**config.mk**
```make
export PLATFORM = sky130hd
export DESIGN_NAME = hova_feeder
export DESIGN_NICKNAME = d
export VERILOG_FILES = /design/src/rtl/hova_feeder.sv
export SDC_FILE = /design/constraint.sdc
export NUM_CORES = 1
export LEC_CHECK = 0
export CORE_ASPECT_RATIO = 1.1
export CORE_UTILIZATION = 32
export CTS_BUF_LIST = sky130_fd_sc_hd__clkbuf_4 sky130_fd_sc_hd__clkbuf_8
export CTS_CLUSTER_DIAMETER = 80
export DETAILED_ROUTE_END_ITERATION = 12
export SKIP_LAST_GASP = 1
export SYNTH_ARGS = -nofsm -noshare
export SYNTH_HDL_FRONTEND = slang
export SYNTH_SLANG_ARGS = --single-unit
```
**constraint.sdc**
```tcl
create_clock -name clk12MHz -period 8.35 [get_ports clk12MHz]
set_input_delay 1.67 -clock clk12MHz [delete_from_list [all_inputs] [get_ports clk12MHz]]
set_output_delay 1.67 -clock clk12MHz [all_outputs]
set_load 0.05 [all_outputs]
```
**src/rtl/hova_feeder.sv**
```systemverilog
// Slow-clock / core-reset generator and 6-bit instruction serialiser for the hovalaag core.
// Optional single-step control (run/step ports) is enabled by defining HOVA_FEEDER_STEP_EN.
module hova_feeder #(
  parameter int HALF_PERIOD   = 524288,
  parameter int RESET_PERIODS = 20
) (
  input  logic        clk12MHz,
  input  logic        reset_n,
`ifdef HOVA_FEEDER_STEP_EN
  input  logic        run,
  input  logic        step,
`endif
  input  logic [7:0]  tt_out,
  input  logic        wr_en,
  input  logic [2:0]  wr_addr,
  input  logic [31:0] wr_data,
  output logic        slow_clk,
  output logic        hova_rst_n,
  output logic [5:0]  tt_in,
  output logic [7:0]  pc,
  output logic [7:0]  out_val,
  output logic [3:0]  stage
);
  localparam int DIV_W = $clog2(HALF_PERIOD);
  localparam int RST_W = $clog2(RESET_PERIODS + 1);
  localparam logic [DIV_W-1:0] DIV_LAST = DIV_W'(HALF_PERIOD - 1);
  localparam logic [RST_W-1:0] RST_LAST = RST_W'(RESET_PERIODS - 1);
  localparam logic [RST_W-1:0] RST_SAT  = RST_W'(RESET_PERIODS);

  logic [DIV_W-1:0] r_div;
  logic [RST_W-1:0] r_rst_cnt;
  logic             r_slow_clk;
  logic             r_hova_rst_n;
  logic [3:0]       r_stage;
  logic [5:0]       r_tt_in;
  logic [7:0]       r_pc;
  logic [7:0]       r_out_val;
  logic [31:0]      r_cur_instr;
  logic [31:0]      r_ram [8] = '{default: '0};

  logic       w_adv;
  logic       w_wrap;
  logic       w_rise;
  logic       w_fall;
  logic [5:0] w_chunk;

  assign w_wrap = w_adv & (r_div == DIV_LAST);
  assign w_rise = w_wrap & ~r_slow_clk;
  assign w_fall = w_wrap &  r_slow_clk;

`ifdef HOVA_FEEDER_STEP_EN
  logic [2:0] r_step_sync;
  logic       r_stepping;
  logic       w_idle;
  logic       w_step_edge;

  // Parked at the start of a low half-period with no step period in flight.
  assign w_idle      = ~r_slow_clk & (r_div == '0) & ~r_stepping;
  assign w_step_edge = r_step_sync[1] & ~r_step_sync[2];
  assign w_adv       = run | ~w_idle;

  always_ff @(posedge clk12MHz) begin
    if (!reset_n) begin
      r_step_sync <= '0;
      r_stepping  <= 1'b0;
    end else begin
      r_step_sync <= {r_step_sync[1:0], step};
      if (w_fall)
        r_stepping <= 1'b0;
      else if (w_step_edge & ~run & w_idle)
        r_stepping <= 1'b1;
    end
  end
`else
  assign w_adv = 1'b1;
`endif

  always_comb begin
    w_chunk = '0;
    case (r_stage)
      4'd0:    w_chunk = r_cur_instr[5:0];
      4'd1:    w_chunk = r_cur_instr[11:6];
      4'd2:    w_chunk = r_cur_instr[17:12];
      4'd3:    w_chunk = r_cur_instr[23:18];
      4'd4:    w_chunk = r_cur_instr[29:24];
      4'd5:    w_chunk = {4'b0, r_cur_instr[31:30]};
      default: w_chunk = '0;
    endcase
  end

  // Instruction RAM is deliberately outside the reset domain.
  always_ff @(posedge clk12MHz) begin
    if (wr_en)
      r_ram[wr_addr] <= wr_data;
  end

  always_ff @(posedge clk12MHz) begin
    if (!reset_n) begin
      r_div        <= '0;
      r_rst_cnt    <= '0;
      r_slow_clk   <= 1'b0;
      r_hova_rst_n <= 1'b0;
      r_stage      <= '0;
      r_tt_in      <= '0;
      r_pc         <= '0;
      r_out_val    <= '0;
      r_cur_instr  <= '0;
    end else begin
      if (w_adv)
        r_div <= w_wrap ? '0 : r_div + DIV_W'(1);
      if (w_wrap)
        r_slow_clk <= ~r_slow_clk;
      if (w_rise) begin
        if (r_rst_cnt != RST_SAT)
          r_rst_cnt <= r_rst_cnt + RST_W'(1);
        if (r_rst_cnt == RST_LAST)
          r_hova_rst_n <= 1'b1;
        // Stage decision uses the pre-rise core reset state.
        if (!r_hova_rst_n || r_stage == 4'd9)
          r_stage <= '0;
        else
          r_stage <= r_stage + 4'd1;
        r_cur_instr <= r_ram[r_pc[2:0]];
      end
      if (w_fall) begin
        if (r_hova_rst_n) begin
          r_tt_in <= w_chunk;
          if (r_stage == 4'd7)
            r_pc <= tt_out;
          if (r_stage == 4'd0)
            r_out_val <= tt_out;
        end else begin
          r_tt_in <= '0;
        end
      end
    end
  end

  assign slow_clk   = r_slow_clk;
  assign hova_rst_n = r_hova_rst_n;
  assign tt_in      = r_tt_in;
  assign pc         = r_pc;
  assign out_val    = r_out_val;
  assign stage      = r_stage;

endmodule
```
==> impl_metrics.csv, run 1 <==
group,metric,value,unit
power_and_ir_drop,powerDensity,210,nW/um^2
floorplanning,io_pins,74,
setup_path,worst_ep_required_time,6.68,ns
job,maxCapViolCount,0,
setup_path,worstPathArrival,2.37,ns
finish,final_nets,958,
sta,rsz0062_at_grt,"false",
drt,first_pass_iters,5,
cts,cts_hold_buf,0,
finish,seq_area,9380,um^2
worst_hold_path,hp-class,"reg2reg",
global_routing,grt_pass1_vias,7685,
floorplanning,die-area,42500,um^2
drt,wl_per_cell,18.8,um
setup_path,cp-start-kind,"flop",
global_routing,antenna_found_initial,0,
placed_design,place_ws,4.21,ns
drt,drc,0,
cts,cts_tree,"yes",
drt,drtIter0Drc,486,
logic_synthesis,synth_cell_types,51,
sta,fin_crit,4.04,ns
sta,fin_ws,4.31,ns
logic_synthesis,synthCells,816,
power_and_ir_drop,power,3.30,mW
logic_synthesis,syn_nets,869,
logic_synthesis,seq_area_frac_synth,70.2,%
logic_synthesis,ys_warn_count,0,
logic_synthesis,syn_area_per_cell,16.3,um^2
sta,clock_skew,0.0356,ns
cts,numCtsBuffers,56,
cts,clkSinkCount,340,
setup_path,crit_family,"buffers and inverters",
logic_synthesis,synth_area,13300,um^2
finish,finalNonFillerCells,1504,
sta,setup_viol,0,
setup_path,end_kind,"output pin",
cts,cts_buffer_depth,3,
cts,h-tree-depth,2,
global_routing,grt_max_degree,50,
cts,cts_root_buffer,"clkbuf_8",
power_and_ir_drop,vdd_ir_drop_max,103,uV
power_and_ir_drop,p_leak,4.64,nW
cts,cts_resized,0,
status,status,"finished, final reports clean",
finish,design_area,15700,um^2
finish,multi_input_area,3770,um^2
setup_path,worstPathMaxFanout,38,
sta,drv_slew,0,
global_routing,overflow,0,
finish,drive_above_1_share,18.9,%
drt,wl,28200,um
sta,finalCritPeriodShare,48.4,%
setup_path,crit_buf_inv,1,
floorplanning,die_w,197,um
floorplanning,rows,78,
drt,num_vias,7466,
sta,clock.fmax,247,MHz
floorplanning,start_util,32.4,%
floorplanning,core_area,41200,um^2
setup_path,cp_slowest_cell,"clkdlybuf4s50_1",
finish,antenna_cells,0,
global_routing,grt_pass1_wl,43500,um
placed_design,port-buffer-count,73,
sta,worst_slew_pin_slew,1.15,ns
setup_path,worstSetupPathType,"reg2out",
placed_design,dp_cells,1407,
placed_design,place_area,14700,um^2
logic_synthesis,synth_edf_count,256,
cts,clkLatencyLatePin,0.58,ns
floorplanning,die_y,216,um
logic_synthesis,synthArstFlopShare,0,%
global_routing,grtUsageTotal,13.3,%
cts,clk_pin_slew,0.06,ns
sta,hold_violations,0,
sta,relSlewSlack,22.8,%
finish,synthToLayoutAreaGrowth,18.0,%
cts,post-cts-setup-buffer-count,0,
sta,final.setup.tns,0,ns
logic_synthesis,ys.flop_type,"edfxtp_1",
finish,n_fill_cell,3875,
setup_path,slowest_delay,0.95,ns
setup_path,worstPathCellList,"clkdlybuf4s50_1",
drt,final_antenna_net_count,0,
placed_design,gp_congestion,0.778,
drt,vias_per_cell,4.96,
logic_synthesis,synth-seq-cells,340,
placed_design,dp_hpwl,16500,um
[cell type report]
| cell class | instances | area share (%) |
|---|---|---|
| Clock buffer | 77 | 5.98 |
| Clock inverter | 20 | 0.612 |
| Inverter | 11 | 0.262 |
| Multi-Input combinational cell | 411 | 23.9 |
| Sequential cell | 340 | 59.5 |
| Tap cell | 560 | 4.45 |
| Timing Repair Buffer | 85 | 5.21 |
[power breakdown]
group / switching [mW] / total, mW / internal [mW]
Sequential: 0.00935 / 1.87 / 1.86
Combinational: 0.0526 / 0.0884 / 0.0359
Clock: 0.617 / 1.34 / 0.724
[per-layer routing]
metal / share of wire [%] / vias up / track usage, %
li1: - / 3450 / -
met1: 45 / 3811 / 17.7
met2: 49 / 159 / 21.8
met3: 4.2 / 46 / 2.51
met4: 2.2 / 0 / 4.32
met5: 0 / - / 0
[registers in the layout, indices dropped and copies added, names as in the netlist]
signal,cells
hova_rst_n,1
slow_clk,1
tt_in,6
r_div,19
pc,8
out_val,8
stage,4
r_rst_cnt,5
r_ram,256
r_cur_instr,32
[Yosys cell counts, drive strengths merged (2+ instances only)]
cell type / count / area, um^2
and3: 2 / 12.5
nand3: 27 / 135
ha: 7 / 87.6
clkbuf: 32 / 121
nor4: 5 / 31.3
a211oi: 34 / 255
inv: 10 / 37.5
nand2b: 6 / 37.5
xnor2: 7 / 61.3
a22oi: 10 / 75.1
xor2: 5 / 43.8
and4b: 2 / 20.0
nor2: 26 / 97.6
a31oi: 5 / 31.3
o31ai: 8 / 60.1
buf: 22 / 113
nand2: 19 / 71.3
o211ai: 3 / 22.5
edfxtp: 256 / 7690
mux2i: 34 / 340
or4: 6 / 45.0
nand4: 17 / 121
or3: 5 / 31.3
nor3: 7 / 35.0
dfxtp: 84 / 1680
mux4: 64 / 1440
o21ai: 24 / 131
and2: 2 / 12.5
a21oi: 69 / 345
and4: 4 / 36.3
[per-stage QoR]
step                      util (%)  hold WS (ns)
final                         38.2         0.443
after global routing          38.2         0.477
after CTS                     38.2         0.449
after detailed placement      35.7         0.441
after global placement        35.7         0.422
after floorplan                  -         0.412
[placed cells by master (no fill, tap or decap), types with 2 or more instances in the layout]
cell	n
o31ai_1	8
clkbuf_4	19
nor3_2	4
dfxtp_2	2
dfxtp_1	81
clkinv_1	16
and4b_1	2
and4_1	3
nor2_4	6
buf_4	12
xor2_1	5
or3_1	5
nand3_1	27
inv_1	10
and3_1	2
nand4_1	16
or4_1	6
a31oi_1	5
nand2_1	19
ha_1	7
clkinv_2	3
xnor2_1	7
clkdlybuf4s50_1	73
o21ai_0	23
nor3_1	3
o211ai_1	3
edfxtp_1	256
mux4_2	64
nor4_1	4
a211oi_1	34
a21oi_1	69
nor2_1	19
a22oi_1	10
mux2i_1	34
nand2b_1	6
clkbuf_8	58
[cells by family (layout without fill, tap and decap cells)]
logic type / Yosys count / count (layout) / share of synthesized area [%]
XOR/XNOR: 12 / 12 / 0.788
buffers and inverters: 65 / 193 / 2.06
adder cells (fa/ha/maj): 7 / 7 / 0.657
AO/OA/AOI/OAI: 159 / 159 / 7.32
multiplexers: 99 / 99 / 13.4
AND/OR/NAND/NOR: 134 / 134 / 5.51
flip-flops: 340 / 340 / 70.2
[path summary, 6_finish.rpt]
path              cells past startpoint  slack (ns)      from         endpoint
setup / recovery                      1        4.31     pc[0]            pc[0]
hold / removal                        1        0.44  r_div[0]         r_div[0]
setup reg to reg                      4        5.55     pc[0]  r_cur_instr[16]
hold reg to reg                       1        0.44  r_div[0]         r_div[0]
Note: power is estimated with default switching activity, not from simulation.
==> run 2: changes to the inputs <==
==> constraint.sdc (replaced) <==
create_clock -name clk12MHz -period 3.8 [get_ports clk12MHz]
set_input_delay 0.76 -clock clk12MHz [delete_from_list [all_inputs] [get_ports clk12MHz]]
set_output_delay 0.76 -clock clk12MHz [all_outputs]
set_load 0.05 [all_outputs]
==> run 2 against run 1 <==
  * Critical path depth did not move
  * Global-route usage is 0.18 points higher
  * Die area unchanged
  * Via count rose by 0.23%
  * Cell count is 0.47% higher
  * Non-clock buffer count increased by 7
  * Clock-buffer cell count is 1 lower
  * Sequential power grew 120%
  * Sequential share of layout area down 0.18 points
  * Utilization up 0.12 points
  * Highest routed layer unchanged
  * First-iteration DRC count is 4.7% lower
==> impl_metrics.csv, run 2 (same netlist as run 1, synthesis figures left out) <==
group,metric,value,unit
sta,hold_violations,0,
placed_design,dp_hpwl,17000,um
setup_path,ff2ff_setup_slack,1.36,ns
finish,design_area,15800,um^2
sta,final.setup.tns,0,ns
global_routing,grt_pass1_vias,7579,
cts,numCtsBuffers,55,
sta,setup_viol,0,
status,status,"finished, final reports clean",
finish,largest_register_ffs,256,
sta,fin_crit,3.05,ns
sta,finalCritPeriodShare,80.3,%
drt,wl_per_cell,18.9,um
placed_design,place_ws,1.02,ns
global_routing,grt_pass1_wl,44200,um
setup_path,worst_ep_required_time,3.04,ns
placed_design,gp_congestion,0.764,
placed_design,place_area,14800,um^2
cts,cts_root_buffer,"clkbuf_8",
drt,first_pass_iters,5,
cts,clk_pin_slew,0.06,ns
power_and_ir_drop,vdd_ir_drop_max,251,uV
finish,top_register,"r_ram",
drt,num_vias,7483,
finish,layout_commonest_cell,"edfxtp_1",
setup_path,crit_buf_inv,1,
sta,clock_skew,0.0197,ns
finish,drive_above_1_share,19.2,%
global_routing,grtUsageTotal,13.5,%
sta,clock.fmax,328,MHz
global_routing,antenna_found_initial,0,
finish,layout_common_cells,"edfxtp_1, dfxtp_1, clkdlybuf4s50_1",
cts,clkLatencyLatePin,0.60,ns
sta,hold_ws,0.436,ns
setup_path,worstRegToRegCells,4,
setup_path,cp-start-kind,"flop",
drt,drtIter0Drc,463,
cts,cts_buffer_depth,3,
power_and_ir_drop,p_leak,4.67,nW
job,maxCapViolCount,0,
sta,relSlewSlack,43.3,%
setup_path,r2r-end,"tt_in[0]",
sta,worst_slew_pin_slew,0.851,ns
cts,cts_resized,0,
setup_path,worstSetupPathType,"reg2out",
finish,n_fill_cell,3882,
placed_design,port-buffer-count,73,
setup_path,end_kind,"output pin",
setup_path,cp_slowest_cell,"clkdlybuf4s50_1",
drt,vias_per_cell,4.95,
global_routing,overflow,0,
finish,finalNonFillerCells,1511,
finish,multi_input_area,3770,um^2
finish,seq_area,9380,um^2
setup_path,crit_family,"buffers and inverters",
sta,rsz0062_at_grt,"false",
setup_path,crit_start,"stage[2]",
drt,final_antenna_net_count,0,
finish,synthToLayoutAreaGrowth,18.4,%
placed_design,dp_cells,1414,
floorplanning,die-area,42500,um^2
cts,cts_hold_buf,0,
cts,h-tree-depth,2,
floorplanning,core_area,41200,um^2
floorplanning,rows,78,
setup_path,worstPathArrival,2.29,ns
sta,fin_ws,0.750,ns
sta,drv_slew,0,
cts,cts_tree,"yes",
drt,drc,0,
cts,post-cts-setup-buffer-count,0,
drt,wl,28600,um
setup_path,worstPathMaxFanout,19,
global_routing,grt_max_degree,61,
finish,antenna_cells,0,
setup_path,reg2reg_from,"r_div[8]",
floorplanning,die_w,197,um
setup_path,cp-endpoint,"stage[2]",
floorplanning,io_pins,74,
cts,clkSinkCount,340,
setup_path,crit_cells,1,
setup_path,slowest_delay,0.94,ns
floorplanning,die_y,216,um
finish,top_regs,"r_ram (256), r_cur_instr (32), r_div (19)",
floorplanning,start_util,32.4,%
setup_path,worstPathCellList,"clkdlybuf4s50_1",
worst_hold_path,hp-class,"reg2reg",
finish,final_nets,964,
power_and_ir_drop,powerDensity,459,nW/um^2
[run 2: per-layer routing]
metal	track usage, %	share of wire [%]
met1	18.2	45
met2	21.7	47
met3	2.66	5.2
met4	4.47	2.2
met5	0	0
[run 2: worst min-delay path by stage]
stage | depth (start not counted) | to | from
detailed placement | 1 | r_div[0] | r_div[0]
CTS | 1 | r_div[0] | r_div[0]
global placement | 1 | r_div[0] | r_div[0]
finish | 1 | r_div[0] | r_div[0]
floorplan | 1 | r_div[0] | r_div[0]
global route | 1 | r_div[0] | r_div[0]
[run 2: through the flow]
stage,power (mW),utilization [%]
final,7.25,38.3
after global routing,7.53,38.3
after CTS,7.34,38.3
after detailed placement,4.39,35.9
after global placement,4.38,35.9
after floorplan,4.26,-
[run 2: final cells by class]
class	instances	share of cell area, %
flip-flops and latches	340	59.4
well taps	560	4.44
clock inverters	21	0.626
inverters	11	0.261
repair buffers	92	5.61
clock buffers	76	5.83
multi-input cells	411	23.9
[run 2: where the power goes]
group / internal, mW / total (mW) / switching (mW)
registers: 4.09 / 4.11 / 0.0213
clock network: 1.56 / 2.94 / 1.38
logic: 0.0804 / 0.198 / 0.118
total: 5.73 / 7.25 / 1.52
